--- src/rtl/seq_pattern_tx_pkg.sv ---
// +--------------------------------------------------------------------------+
// | seq_pkg: shared state encoding for the sequence link, default idle level  |
// | Rev 1.0                                                                   |
// +--------------------------------------------------------------------------+
`default_nettype none

package seq_pkg;

  typedef enum logic [1:0] {
    ST_IDLE   = 2'd0,
    ST_SHIFT  = 2'd1,
    ST_PARITY = 2'd2,
    ST_DONE   = 2'd3
  } seq_state_e;

  localparam logic C_IDLE_BIT = 1'b0;

endpackage

`default_nettype wire

--- src/rtl/seq_pattern_tx_if.sv ---
// +--------------------------------------------------------------------------+
// | seq_pattern_tx_if: request handshake and serial output of the tx block    |
// | Rev 1.0                                                                   |
// +--------------------------------------------------------------------------+
`default_nettype none

interface seq_pattern_tx_if #(
  parameter int P_WIDTH = 4,
  parameter int P_CNT_W = 4
);

  logic [P_WIDTH-1:0] i_data;
  logic [P_CNT_W-1:0] i_repeat;
  logic               i_valid;
  logic               o_ready;
  logic               o_x;
  logic               o_x_valid;
  logic               o_busy;
  logic               o_done;

  modport master (
    output i_data, i_repeat, i_valid,
    input  o_ready, o_x, o_x_valid, o_busy, o_done
  );

  modport slave (
    input  i_data, i_repeat, i_valid,
    output o_ready, o_x, o_x_valid, o_busy, o_done
  );

endinterface

`default_nettype wire

--- src/rtl/seq_pattern_tx_piso.sv ---
// +--------------------------------------------------------------------------+
// | seq_piso: parallel-in serial-out shift register, load over shift, MSB out |
// | Rev 1.0                                                                   |
// +--------------------------------------------------------------------------+
`default_nettype none

module seq_piso #(
  parameter int P_WIDTH = 4
) (
  input  wire logic               i_clk,
  input  wire logic               i_reset,
  input  wire logic               i_load,
  input  wire logic               i_shift,
  input  wire logic [P_WIDTH-1:0] i_data,
  output logic                    o_msb
);

  logic [P_WIDTH-1:0] r_sreg;

  always_ff @(posedge i_clk or negedge i_reset) begin
    if (!i_reset) begin
      r_sreg <= '0;
    end else if (i_load) begin
      r_sreg <= i_data;
    end else if (i_shift) begin
      r_sreg <= {r_sreg[P_WIDTH-2:0], 1'b0};
    end
  end

  assign o_msb = r_sreg[P_WIDTH-1];

endmodule

`default_nettype wire

--- src/rtl/seq_pattern_tx.sv ---
// +--------------------------------------------------------------------------+
// | seq_pattern_tx: MSB-first serial pattern transmitter with word repeat;    |
// | SEQ_TX_PARITY_EN adds an even-parity bit after each word. Rev 1.0         |
// +--------------------------------------------------------------------------+
`default_nettype none

module seq_pattern_tx
  import seq_pkg::*;
#(
  parameter int   P_WIDTH    = 4,
  parameter int   P_CNT_W    = 4,
  parameter logic P_IDLE_BIT = C_IDLE_BIT
) (
  input wire logic         i_clk,
  input wire logic         i_reset,
  seq_pattern_tx_if.slave  bus
);

  localparam int                 C_BC_W = (P_WIDTH > 2) ? $clog2(P_WIDTH) : 1;
  localparam logic [C_BC_W-1:0]  C_LAST = C_BC_W'(P_WIDTH - 1);

  seq_state_e          r_state, w_state_nxt;
  logic [C_BC_W-1:0]   r_bit_cnt, w_bit_nxt;
  logic [P_CNT_W-1:0]  r_rep_cnt, w_rep_nxt;
  logic [P_WIDTH-1:0]  r_hold;
  logic                w_load, w_shift, w_capture, w_msb, w_x;

  always_ff @(posedge i_clk or negedge i_reset) begin
    if (!i_reset) begin
      r_state   <= ST_IDLE;
      r_bit_cnt <= '0;
      r_rep_cnt <= '0;
      r_hold    <= '0;
    end else begin
      r_state   <= w_state_nxt;
      r_bit_cnt <= w_bit_nxt;
      r_rep_cnt <= w_rep_nxt;
      if (w_capture) r_hold <= bus.i_data;
    end
  end

  // Reloads at word boundaries come from the held copy so later i_data changes are invisible.
  always_comb begin
    w_state_nxt = r_state;
    w_bit_nxt   = r_bit_cnt;
    w_rep_nxt   = r_rep_cnt;
    w_load      = 1'b0;
    w_shift     = 1'b0;
    w_capture   = 1'b0;
    case (r_state)
      ST_IDLE: begin
        if (bus.i_valid) begin
          w_load      = 1'b1;
          w_capture   = 1'b1;
          w_rep_nxt   = bus.i_repeat;
          w_bit_nxt   = '0;
          w_state_nxt = ST_SHIFT;
        end
      end
      ST_SHIFT: begin
        if (r_bit_cnt == C_LAST) begin
`ifdef SEQ_TX_PARITY_EN
          w_state_nxt = ST_PARITY;
`else
          if (r_rep_cnt != '0) begin
            w_load    = 1'b1;
            w_rep_nxt = r_rep_cnt - 1'b1;
            w_bit_nxt = '0;
          end else begin
            w_state_nxt = ST_DONE;
          end
`endif
        end else begin
          w_shift   = 1'b1;
          w_bit_nxt = r_bit_cnt + 1'b1;
        end
      end
`ifdef SEQ_TX_PARITY_EN
      ST_PARITY: begin
        if (r_rep_cnt != '0) begin
          w_load      = 1'b1;
          w_rep_nxt   = r_rep_cnt - 1'b1;
          w_bit_nxt   = '0;
          w_state_nxt = ST_SHIFT;
        end else begin
          w_state_nxt = ST_DONE;
        end
      end
`endif
      ST_DONE: w_state_nxt = ST_IDLE;
      default: w_state_nxt = ST_IDLE;
    endcase
  end

  seq_piso #(
    .P_WIDTH (P_WIDTH)
  ) u_piso (
    .i_clk   (i_clk),
    .i_reset (i_reset),
    .i_load  (w_load),
    .i_shift (w_shift),
    .i_data  ((r_state == ST_IDLE) ? bus.i_data : r_hold),
    .o_msb   (w_msb)
  );

  always_comb begin
    w_x = P_IDLE_BIT;
    case (r_state)
      ST_SHIFT:  w_x = w_msb;
`ifdef SEQ_TX_PARITY_EN
      ST_PARITY: w_x = ^r_hold;
`endif
      default:   w_x = P_IDLE_BIT;
    endcase
  end

  assign bus.o_x       = w_x;
`ifdef SEQ_TX_PARITY_EN
  assign bus.o_x_valid = (r_state == ST_SHIFT) || (r_state == ST_PARITY);
`else
  assign bus.o_x_valid = (r_state == ST_SHIFT);
`endif
  assign bus.o_ready   = (r_state == ST_IDLE);
  assign bus.o_busy    = (r_state != ST_IDLE);
  assign bus.o_done    = (r_state == ST_DONE);

endmodule

`default_nettype wire
--- src/flat_wrapper.sv ---
// flat-port wrapper written by rule: the top's interface ports become plain ports
module seq_pattern_tx_flat import seq_pkg::*;
#(
  parameter int   P_WIDTH    = 4,
  parameter int   P_CNT_W    = 4,
  parameter logic P_IDLE_BIT = C_IDLE_BIT
)
  (i_clk, i_reset, bus_i_data, bus_i_repeat, bus_i_valid, bus_o_ready, bus_o_x, bus_o_x_valid, bus_o_busy, bus_o_done);
  seq_pattern_tx_if #(.P_WIDTH(P_WIDTH), .P_CNT_W(P_CNT_W)) bus_i ();
  input wire logic i_clk;
  input wire logic i_reset;
  input wire logic [$bits(bus_i.i_data)-1:0] bus_i_data;
  input wire logic [$bits(bus_i.i_repeat)-1:0] bus_i_repeat;
  input wire logic [$bits(bus_i.i_valid)-1:0] bus_i_valid;
  output wire logic [$bits(bus_i.o_ready)-1:0] bus_o_ready;
  output wire logic [$bits(bus_i.o_x)-1:0] bus_o_x;
  output wire logic [$bits(bus_i.o_x_valid)-1:0] bus_o_x_valid;
  output wire logic [$bits(bus_i.o_busy)-1:0] bus_o_busy;
  output wire logic [$bits(bus_i.o_done)-1:0] bus_o_done;
  assign bus_i.i_data = bus_i_data;
  assign bus_i.i_repeat = bus_i_repeat;
  assign bus_i.i_valid = bus_i_valid;
  assign bus_o_ready = bus_i.o_ready;
  assign bus_o_x = bus_i.o_x;
  assign bus_o_x_valid = bus_i.o_x_valid;
  assign bus_o_busy = bus_i.o_busy;
  assign bus_o_done = bus_i.o_done;
  seq_pattern_tx #(.P_WIDTH(P_WIDTH), .P_CNT_W(P_CNT_W), .P_IDLE_BIT(P_IDLE_BIT)) u_core (.i_clk(i_clk), .i_reset(i_reset), .bus(bus_i));
endmodule
--- config.mk ---
export PLATFORM = sky130hd
export DESIGN_NAME = seq_pattern_tx_flat
export DESIGN_NICKNAME = d
export VERILOG_FILES = /design/src/rtl/seq_pattern_tx_pkg.sv /design/src/rtl/seq_pattern_tx_if.sv /design/src/rtl/seq_pattern_tx_piso.sv /design/src/rtl/seq_pattern_tx.sv /design/src/flat_wrapper.sv
export SDC_FILE = /design/constraint.sdc
export NUM_CORES = 1
export LEC_CHECK = 0
export ABC_CLOCK_PERIOD_IN_PS = 2050
export CAP_MARGIN = 20
export CORE_AREA = 2 2 53 55
export DETAILED_ROUTE_END_ITERATION = 12
export DIE_AREA = 0 0 55 57
export HOLD_SLACK_MARGIN = 0.03
export PLACE_DENSITY = 0.63
export SYNTH_ARGS = -nofsm -noshare
export SYNTH_HDL_FRONTEND = slang
export SYNTH_SLANG_ARGS = --single-unit
--- constraint.sdc ---
create_clock -name i_clk -period 2.05 [get_ports i_clk]
set_clock_uncertainty 0.15 [all_clocks]
set_input_delay 0.3075 -clock i_clk [delete_from_list [all_inputs] [get_ports i_clk]]
set_output_delay 0.3075 -clock i_clk [all_outputs]
set_load 0.02 [all_outputs]
==> flow_metrics.py <==
metrics = {
    "critical_path": {
        "arrival_ps": 1520,
        "slowest_delay_ps": 590,
        "ff2ff_path_depth": 6,
        "startpoint_type": "flip-flop",
        "cp.depth": 2,
        "path_cells": "and2_1, clkdlybuf4s50_1",
        "critPathKind": "flip-flop to output port",
        "path_max_fanout": 6,
        "crit_buf_inv": 1,
        "timing.rr.start": "u_core.r_rep_cnt[0]$_DFFE_PN0P_",
        "r2r_end": "u_core.r_rep_cnt[1]$_DFFE_PN0P_",
        "crit_start": "u_core.r_state[0]$_DFFE_PN0P_",
        "path_delay_family": "buffers and inverters",
        "rrSetupSlack_ps": 170,
        "cp-endpoint": "bus_o_done",
        "critical_path_required_ps": 1590,
        "endpoint_kind": "output port",
        "critPathSlowestCell": "clkdlybuf4s50_1",
    },
    "logic_synthesis": {
        "ys_warn_count": 0,
        "synth_cells": 76,
        "synth.avg_cell_area_um2": 11.2,
        "yosys.cell_types.count": 26,
        "yosys-top-cells-area": "dfrtp_1 (47%), mux2i_1 (11%), mux2_2 (6.6%), o21ai_0 (5.9%), ha_1 (2.9%)",
        "yosysTopAreaCell": "dfrtp_1",
        "yosys.area.top_type_share": 0.470,
        "syn_area_um2": 852,
        "seq_area_frac_synth": 0.470,
        "ys_ff_latch": 16,
        "syn_nets": 89,
    },
    "floorplan": {
        "die_w_um": 55,
        "initial_core_util": 0.326,
        "die_h_um": 57,
        "pin_count": 16,
        "core-area_mm2": 0.00262,
        "rows": 19,
        "fp.dieArea_mm2": 0.00314,
    },
    "layout": {
        "areaGrowthSynthToFinish_pct": 27.5,
        "layout_commonest_cell": "dfrtp_1",
        "fin_nets": 112,
        "register_area_um2": 400,
        "final_cell_mix": "dfrtp_1 (16), clkdlybuf4s50_1 (11), o21ai_0 (10), mux2i_1 (9)",
        "finish.utilization": 0.415,
        "drive_above_1_share": 0.216,
        "multi_input_area_um2": 419,
        "num_antenna_cells": 0,
        "fillCellCount": 259,
    },
    "timing": {
        "rsz0062_at_grt": "no",
        "setup_viol": 0,
        "fin_crit_ps": 1980,
        "tightest_slew_ps": 318,
        "relSlewSlack": 0.788,
        "period_share": 0.964,
        "fin_setup_tns_ps": 0,
        "hold_viol": 0,
        "slew_viol_final": 0,
        "fmax_mhz": 506,
    },
    "status": {
        "status": "finished, final reports clean",
    },
    "pwr": {
        "powerDensity_mw_per_mm2": 1410,
        "ir_drop_mv": 0.713,
        "p_leak_nw": 0.478,
    },
    "hold_path": {
        "hold_class": "input port to async pin",
    },
    "clock_tree": {
        "clkTransAtPathRegs_ps": 90,
        "cts_tree": "done",
        "post_cts_buffers": 0,
        "clock_sinks": 16,
        "cts_max_path_buffers": 2,
        "cts.htree.levels": 1,
        "insertion_delay_ps": 280,
        "cts-root-buf": "clkbuf_4",
        "cts-buffers-inserted": 3,
    },
    "global_route": {
        "overflow": 0,
        "grt_pass1_vias": 671,
        "grt_usage": 0.127,
        "grt_pass1_wl_um": 2860,
        "grt_max_degree": 17,
        "antenna_found_initial": 0,
    },
    "drt": {
        "vias": 643,
        "wire_per_inst_um": 12.8,
        "antenna_left": 0,
        "drtIter0Drc": 4,
        "vias_per_cell": 5.02,
        "dr.pass1.iters": 4,
        "route.detailed.drc": 0,
        "totalWireLength_um": 1640,
    },
    "placement": {
        "dpl.hpwl_um": 1250,
        "portBuffers": 15,
        "finalWeightedCongestion": 0.889,
    },
    "flow_run": {
        "maxCapViolations": 0,
    },
}
[worst min path at each step]
stage | end | startpoint | slack, ps
after floorplan | u_core.r_bit_cnt[0]$_DFFE_PN0P_ | i_reset | -140
after global placement | u_core.r_bit_cnt[1]$_DFFE_PN0P_ | u_core.r_bit_cnt[1]$_DFFE_PN0P_ | 320
after detailed placement | u_core.u_piso.r_sreg[0]$_DFFE_PN0P_ | u_core.u_piso.r_sreg[0]$_DFFE_PN0P_ | 330
after CTS | u_core.u_piso.r_sreg[2]$_DFFE_PN0P_ | i_reset | 190
after global routing | u_core.u_piso.r_sreg[2]$_DFFE_PN0P_ | i_reset | 210
final | u_core.u_piso.r_sreg[0]$_DFFE_PN0P_ | i_reset | 180
[through the flow]
step	hold WS [ps]	std cells	power (mW)	setup WS [ps]	area, um2
finish	184	128	1.53	74.7	1090
global route	208	128	1.68	5.50	1090
CTS	188	128	1.54	10.7	1080
detailed placement	334	125	1.39	68.2	1060
global placement	318	125	1.38	104	1060
floorplan	-138	76	1.18	271	852
[final cells by class]
class | instances | share of cell area
clock buffer | 3 | 0.0207
inverter | 5 | 0.0173
multi-input combinational | 53 | 0.386
sequential | 16 | 0.369
tap | 31 | 0.0357
timing repair buffer | 20 | 0.172
[cells by family after synthesis]
| kind of cell | after synthesis | share of synthesized area |
|---|---|---|
| mux | 14 | 0.172 |
| simple gates | 17 | 0.117 |
| flops | 16 | 0.470 |
| buf+inv | 7 | 0.0411 |
| xor+xnor | 1 | 0.0103 |
| fa+ha+maj | 2 | 0.0294 |
| compound gates | 19 | 0.160 |
[synth_stat cells]
cell      instances
a21oi_1           2
a21oi_4           1
a22oi_1           2
and2_0            1
and2_1            3
buf_2             1
buf_6             1
dfrtp_1          16
ha_1              2
inv_1             5
mux2_2            5
mux2i_1           9
nand2_1           3
nand2b_1          1
nand2b_2          1
nor2_1            2
nor2_2            2
nor3_1            2
nor3b_1           1
o21ai_0          10
o21ai_1           1
o21ba_2           1
o31ai_4           1
o41ai_1           1
or3b_4            1
xor2_1            1
[power by group]
group	switching [mW]	leakage, nW	total [mW]	internal, mW
registers	0.0863	0.198	0.543	0.457
clock network	0.0924	0.0138	0.161	0.0681
logic	0.427	0.266	0.827	0.400
total	0.606	0.478	1.53	0.925
[routing by layer]
layer	GRT usage	part of all wire	wire, um	vias up
met5	0	0	0	-
met4	0.0453	0.0061	10	0
met3	0.0471	0.066	108	2
li1	-	-	-	311
met1	0.164	0.42	694	308
met2	0.194	0.50	824	22
[flip-flops by register name, summed over array words and instances, names as in the netlist]
register	flops
u_core.r_bit_cnt	2
u_core.r_rep_cnt	4
u_core.u_piso.r_sreg	4
u_core.r_state	2
u_core.r_hold	4
[what timing repair did]
action                                  4_1_cts  5_1_grt
pin swaps                                     0        0
cloned                                        0        0
hold buffers                                  0        0
endpoints found under the setup margin        3        9
endpoints found under the hold margin         0        0
gates resized for setup                       3        2
(Power assumes the default switching activity.)
